[config.mk]
export PLATFORM = sky130hd
export DESIGN_NAME = pc_gen
export DESIGN_NICKNAME = d
export VERILOG_FILES = /design/src/rtl/pc_gen_pkg.sv /design/src/rtl/pc_gen_epc.sv /design/src/rtl/pc_gen.sv
export SDC_FILE = /design/constraint.sdc
export NUM_CORES = 1
export LEC_CHECK = 0
export BUFFER_PORTS_ARGS = -buffer_cell sky130_fd_sc_hd__clkbuf_2
export CAP_MARGIN = 40
export CORE_MARGIN = 2
export CORE_UTILIZATION = 49
export CTS_CLUSTER_SIZE = 28
export DETAILED_ROUTE_END_ITERATION = 16
export PLACE_DENSITY = 0.81
export SYNTH_ARGS = -nofsm -noshare
export SYNTH_HDL_FRONTEND = slang
export SYNTH_SLANG_ARGS = --single-unit
[constraint.sdc]
create_clock -name CLK -period 2.25 [get_ports CLK]
set_clock_uncertainty 0.1 [all_clocks]
set_input_delay 0.225 -clock CLK [delete_from_list [all_inputs] [get_ports CLK]]
set_output_delay 0.225 -clock CLK [all_outputs]
set_load 0.005 [all_outputs]
[src/rtl/pc_gen_pkg.sv]
// Shared types and default vectors for the fetch PC generator.
// Vectors are byte addresses; the PC itself is a word address.
package pc_gen_pkg;

    typedef enum logic [1:0] {
        ST_BOOT = 2'd0,
        ST_RUN  = 2'd1,
        ST_HALT = 2'd2
    } pc_state_e;

    localparam logic [31:0] RESET_VEC_DEF = 32'h0000_3000;
    localparam logic [31:0] TRAP_VEC_DEF  = 32'h0000_4180;

endpackage

[src/rtl/pc_gen_epc.sv]
// Saved-exception-PC register; captures the current PC when a trap is taken.
// Only holds state when PC_GEN_EPC_EN is defined, otherwise reads as zero.
module pc_gen_epc #(
    parameter int PW = 30
) (
    input  logic          CLK,
    input  logic          RST,
    input  logic          load_i,
    input  logic [PW-1:0] pc_i,
    output logic [PW-1:0] epc_o
);

`ifdef PC_GEN_EPC_EN
    logic [PW-1:0] epc_q;
    logic [PW-1:0] epc_d;

    always_comb begin
        epc_d = epc_q;
        if (load_i) begin
            epc_d = pc_i;
        end
    end

    always_ff @(posedge CLK or posedge RST) begin
        if (RST) begin
            epc_q <= '0;
        end else begin
            epc_q <= epc_d;
        end
    end

    assign epc_o = epc_q;
`else
    logic unused_epc_in;
    assign unused_epc_in = load_i ^ (^pc_i) ^ CLK ^ RST;
    assign epc_o         = '0;
`endif

endmodule

[src/rtl/pc_gen.sv]
// Fetch PC generator: BOOT/RUN/HALT sequencing, trap/eret/branch redirects, 1-cycle update.
// Optional exception-return support is enabled with the PC_GEN_EPC_EN macro.
module pc_gen
    import pc_gen_pkg::*;
#(
    parameter int          AW        = 32,
    parameter logic [31:0] RESET_VEC = RESET_VEC_DEF,
    parameter logic [31:0] TRAP_VEC  = TRAP_VEC_DEF
) (
    input  logic          CLK,
    input  logic          RST,
    input  logic          stall_i,
    input  logic          br_valid_i,
    input  logic [AW-3:0] br_target_i,
    input  logic          trap_i,
    input  logic          eret_i,
    input  logic          halt_i,
    input  logic          fetch_ready_i,
    output logic [AW-3:0] pc_o,
    output logic          fetch_valid_o,
    output logic [AW-3:0] epc_o,
    output logic          halted_o
);

    localparam int          PW     = AW - 2;
    localparam logic [PW-1:0] RESET_W = RESET_VEC[AW-1:2];
    localparam logic [PW-1:0] TRAP_W  = TRAP_VEC[AW-1:2];

    pc_state_e     state_q, state_d;
    logic [PW-1:0] pc_q, pc_d;
    logic [PW-1:0] epc;
    logic          eret_act;

`ifdef PC_GEN_EPC_EN
    assign eret_act = eret_i;
`else
    logic unused_eret;
    assign unused_eret = eret_i;
    assign eret_act    = 1'b0;
`endif

    // Trap is honoured from every state, so it sits outside the per-state cases.
    always_comb begin
        state_d = state_q;
        pc_d    = pc_q;
        if (trap_i) begin
            pc_d    = TRAP_W;
            state_d = ST_RUN;
        end else begin
            case (state_q)
                ST_BOOT: state_d = ST_RUN;
                ST_RUN: begin
                    if (eret_act) begin
                        pc_d = epc;
                    end else if (br_valid_i) begin
                        pc_d = br_target_i;
                    end else if (halt_i) begin
                        state_d = ST_HALT;
                    end else if (!stall_i && fetch_ready_i) begin
                        pc_d = pc_q + PW'(1);
                    end
                end
                ST_HALT: state_d = ST_HALT;
                default: state_d = ST_BOOT;
            endcase
        end
    end

    always_ff @(posedge CLK or posedge RST) begin
        if (RST) begin
            state_q <= ST_BOOT;
            pc_q    <= RESET_W;
        end else begin
            state_q <= state_d;
            pc_q    <= pc_d;
        end
    end

    pc_gen_epc #(.PW(PW)) u_epc (
        .CLK    (CLK),
        .RST    (RST),
        .load_i (trap_i),
        .pc_i   (pc_q),
        .epc_o  (epc)
    );

    assign pc_o          = pc_q;
    assign epc_o         = epc;
    assign fetch_valid_o = (state_q == ST_RUN);
    assign halted_o      = (state_q == ST_HALT);

endmodule

# Yosys cells after proc, flatten, opt, wreduce, memory -nomap -nowiden
# Index checks and enable logic that the tools add are counted.
[classes]
mux = 9
n_reduce_logical = 7
eq_ne = 5
add_sub_neg = 1
[ops]
columns = ["cell", "count"]
rows = [
  ["2-to-1 mux 30 bit", 5],
  ["adder 30 x 1 -> 30 bit (second input constant)", 1],
  ["inequality test 3 bit (second input constant)", 3],
  ["2-to-1 mux 2 bit", 3],
  ["one-hot mux 2 bit (3 select lines)", 1],
  ["AND reduction 3 bit", 1],
  ["nonzero test 3 bit", 1],
  ["== test 2 x 1 -> 1 bit (second input constant)", 1],
  ["== test 2 bit (second input constant)", 1],
  ["zero test 2 bit", 1],
  ["AND reduction 2 bit", 1],
  ["nonzero test 2 bit", 1],
  ["logical AND 1 bit", 1],
  ["zero test 1 bit", 1],
]
[totals]
wordCells = 24
output_inout_bits = 62
regBits = 32
in_bits = 38

# Logic depth before layout (Yosys ltp)
[depth]
depth_word = 7
depth_mapped = 8
depth_no_buf = 6

# Modules after synthesis
# From an unflattened synthesis, not the netlist that was laid out.
[hier_totals]
hier_cells = 316
hier_area_um2 = 2462.4
[modules_own_cells]
columns = ["module", "area_each_um2", "seq_area_each_um2", "instances", "cells_per_inst"]
rows = [
  ["pc_gen", 2233.4, 803.3, 1, 285],
  ["pc_gen_epc", 229.0, 0.0, 1, 31],
]

# Worst setup path after synthesis
# Ideal clock, no wire load.
[synth_timing]
path_type = "reg-to-reg"
start = "reg pc_q[0] (netlist: pc_o[0])"
end = "reg pc_q[26] (netlist: pc_o[26])"
path_stages_with_launch = 7
arrival_ns = 1.867
period_less_slack_ns = 2.038
n_path_buf = 0
path_slack_ns = 0.212
setup_time_ns = 0.071
required_ns = 2.079
cell_sequence = "dfrtp_1 -> ha_1 -> nand4_1 -> nor4_4 -> nand4_1 -> or4_1 -> nand4_1"
[synth_via]
elab_chain_cells = 6
[synth_rtl]
columns = ["item", "line", "rtl"]
rows = [
  ["start: declaration", "pc_gen.sv:30", "logic [PW-1:0] pc_q, pc_d;"],
  ["start signal: assignment", "pc_gen.sv:75", "pc_q <= pc_d;"],
  ["adder 30 x 1 -> 30 bit", "pc_gen.sv:60", "pc_d = pc_q + PW'(1);"],
  ["2-to-1 mux 30 bit", "pc_gen.sv:59", "end else if (!stall_i && fetch_ready_i) begin"],
  ["2-to-1 mux 30 bit", "pc_gen.sv:57", "end else if (halt_i) begin"],
  ["2-to-1 mux 30 bit", "pc_gen.sv:55", "end else if (br_valid_i) begin"],
  ["2-to-1 mux 30 bit", "pc_gen.sv:50", "case (state_q)"],
  ["2-to-1 mux 30 bit", "pc_gen.sv:46", "if (trap_i) begin"],
]
# Every way passes these cells. The select of a mux whose other input is x is not followed.
# A chain may end at the register's enable or synchronous reset.

# Final worst setup path
[layout_timing]
start = "reg pc_q[1] (netlist: pc_o[1])"
end = "reg pc_q[26] (netlist: pc_o[26])"
# Same word-level chain as after synthesis.

==> results.sh <==
export IMPL_status="finished clean"
export IMPL_ctsLongestPathBuffers=2
export IMPL_synth_area_leader_cell="dfrtp_1"
export IMPL_min_from="br_target_i[18]"
export IMPL_drc=0
export IMPL_yosys_warnings=0
export IMPL_antenna_found_initial=0
export IMPL_insertion_delay_ns=0.29
export IMPL_die_area_sq_um=5610
export IMPL_syn_area_sq_um=2460
export IMPL_hold_end="pc_o[18]"
export IMPL_drive_above_1_share=0.266
export IMPL_cp_required_ns=2.38
export IMPL_path_clk_slew_ns=0.07
export IMPL_final_nets=439
export IMPL_rsz0062_at_grt="no"
export IMPL_min_path_type="input port to register"
export IMPL_crit_reg2reg_capture="pc_o[26]"
export IMPL_cts_max_level=2
export IMPL_worst_setup_path_start_kind="register"
export IMPL_ys_seq_area_frac=0.326
export IMPL_dr_pass1_iters=5
export IMPL_ys_flop_type="dfrtp_1"
export IMPL_overflow=0
export IMPL_drt_iter0_markers=239
export IMPL_area_growth_pct=20.6
export IMPL_ys_seq_elements=32
export IMPL_grt_pass1_vias=2335
export IMPL_cts_setup_buffers=0
export IMPL_synth_common_cells="buf_4, nor2_1, dfrtp_1, a21oi_1, nand3_1"
export IMPL_netlist_area_leader_share=0.305
export IMPL_worst_setup_path_type="register to register"
export IMPL_root_buffer="clkbuf_8"
export IMPL_dp_hpwl_um=5260
export IMPL_cts_buffers=5
export IMPL_netlist_instances=316
export IMPL_antenna_cells=0
export IMPL_wire_per_inst_um=15.4
export IMPL_synth_edf_count=0
export IMPL_cts_sinks=32
export IMPL_io_pins=100
export IMPL_cts_tree="yes"
export IMPL_slew_headroom=0.638
export IMPL_fin_crit_sh=0.928
export IMPL_p_leak_nw=1.34
export IMPL_r2r_slack_ns=0.16
export IMPL_utilization=0.620
export IMPL_gp_congestion=0.912
export IMPL_die_w_um=74.9
export IMPL_grt_pass1_wl_um=11100
export IMPL_rows=25
export IMPL_max_freq_mhz=479
export IMPL_io_buffers=68
export IMPL_start_util=0.515
export IMPL_hold_path_depth=3
export IMPL_post_cts_resized=0
export IMPL_post_route_min_period_ns=2.09
export IMPL_grt_max_degree=33
export IMPL_ir_drop_mv=0.563
export IMPL_cp_max_fo=6
export IMPL_powerDensity_nw_per_um2=703
export IMPL_slew_viol_final=0
export IMPL_syn_avg_cell_area_sq_um=7.79
export IMPL_die_h_um=74.9
export IMPL_cts_hold_buf=1
export IMPL_vias_per_cell=5.85
export IMPL_worst_pin_slew_ns=0.540
export IMPL_reg2reg_depth=6
export IMPL_synthArstFlopShare=1.00
export IMPL_grt_usage=0.258
export IMPL_maxCapViolations=0
export IMPL_final_hold_viol_count=0
export IMPL_cp_data_arrival_time_ns=2.21
export IMPL_wl_um=7150
export IMPL_synthTopCellsByArea="dfrtp_1, buf_4, a21oi_1, nand3_1, nor2_1"
export IMPL_end_kind="register"
export IMPL_synth_cell_types=47
export IMPL_setup_viol=0
export IMPL_core_area_sq_um=4790
export IMPL_finalSetupTns_ns=0
export IMPL_reg2reg_from="pc_o[1]"
export IMPL_vias=2721
export IMPL_ant_nets=0
==> layout make-up <==
cell class / instances / area, sq um
inverters: 8 / 30.0
clock buffers: 8 / 90.1
fillers: 452 / 1820
multi-input cells: 259 / 1450
repair buffers: 91 / 515
well taps: 67 / 83.8
flip-flops and latches: 32 / 803
==> kinds of logic (layout without fill, tap and decap cells) <==
| family | count (synthesis) | count (layout) | share of synthesized area |
|---|---|---|---|
| flip-flops | 32 | 32 | 0.326 |
| other | 1 | 30 | 0.00152 |
| multiplexers | 4 | 4 | 0.0168 |
| AND/OR/NAND/NOR | 126 | 126 | 0.271 |
| AO/OA/AOI/OAI | 95 | 95 | 0.234 |
| buffers and inverters | 54 | 107 | 0.131 |
| adder cells (fa/ha/maj) | 4 | 4 | 0.0203 |
==> worst max-delay path, cell delays in order (launching register included) <==
cell and delay, ns:
dfrtp_1 0.44, ha_1 0.31, nand4_1 0.22, nor4_4 0.29
nand4_1 0.14, or4_1 0.43, nand4_1 0.10
==> report_power, final <==
part	switching, mW	internal [mW]
sequential	0.137	0.684
clock	0.231	0.250
combinational	0.450	0.336
==> through the flow <==
step                      hold WS [ns]  setup slack [ns]  power [mW]  instances  cell area (sq um)
after floorplan                  0.240             0.212        1.28        345               2570
after global placement           0.220             0.245        1.57        456               2870
after detailed placement         0.225             0.201        1.60        456               2870
after CTS                       0.0838             0.183        2.07        465               2970
after global routing             0.111           0.00514        2.21        465               2970
final                           0.0778             0.162        2.09        465               2970
==> sequential cells by signal, summed over array words and instances, names as in the netlist <==
signal / cells
state_q: 2
pc_o: 30
==> layout by cell type, fill, tap and decap left out, types with 4 or more instances in the layout <==
cell	n
nor4_1	6
o21ai_0	23
ha_1	4
a41oi_1	4
nor3_1	6
a21oi_1	26
o31ai_1	4
clkbuf_8	6
dfrtp_1	30
conb_1	30
nand4_1	11
a31oi_1	7
o22ai_1	4
a22o_1	6
o21ai_1	7
nor2_1	31
clkbuf_2	68
nand2_1	23
inv_1	6
buf_4	22
nand3_1	26
==> how the worst max path moves through the flow <==
stage | from | slack, ns | end | depth (start not counted)
after detailed placement | pc_o[1] | 0.20 | pc_o[26] | 6
after global routing | pc_o[1] | 0.005 | pc_o[16] | 6
after global placement | pc_o[1] | 0.25 | pc_o[26] | 6
after floorplan | pc_o[0] | 0.21 | pc_o[26] | 6
after CTS | pc_o[1] | 0.18 | pc_o[26] | 6
final | pc_o[1] | 0.16 | pc_o[26] | 6
==> per-layer routing <==
layer | part of all wire | track usage
met1 | 0.42 | 0.351
met2 | 0.48 | 0.424
met5 | 0 | 0
met3 | 0.082 | 0.0455
met4 | 0.020 | 0.0734
Power figures use the tool's default switching activity.
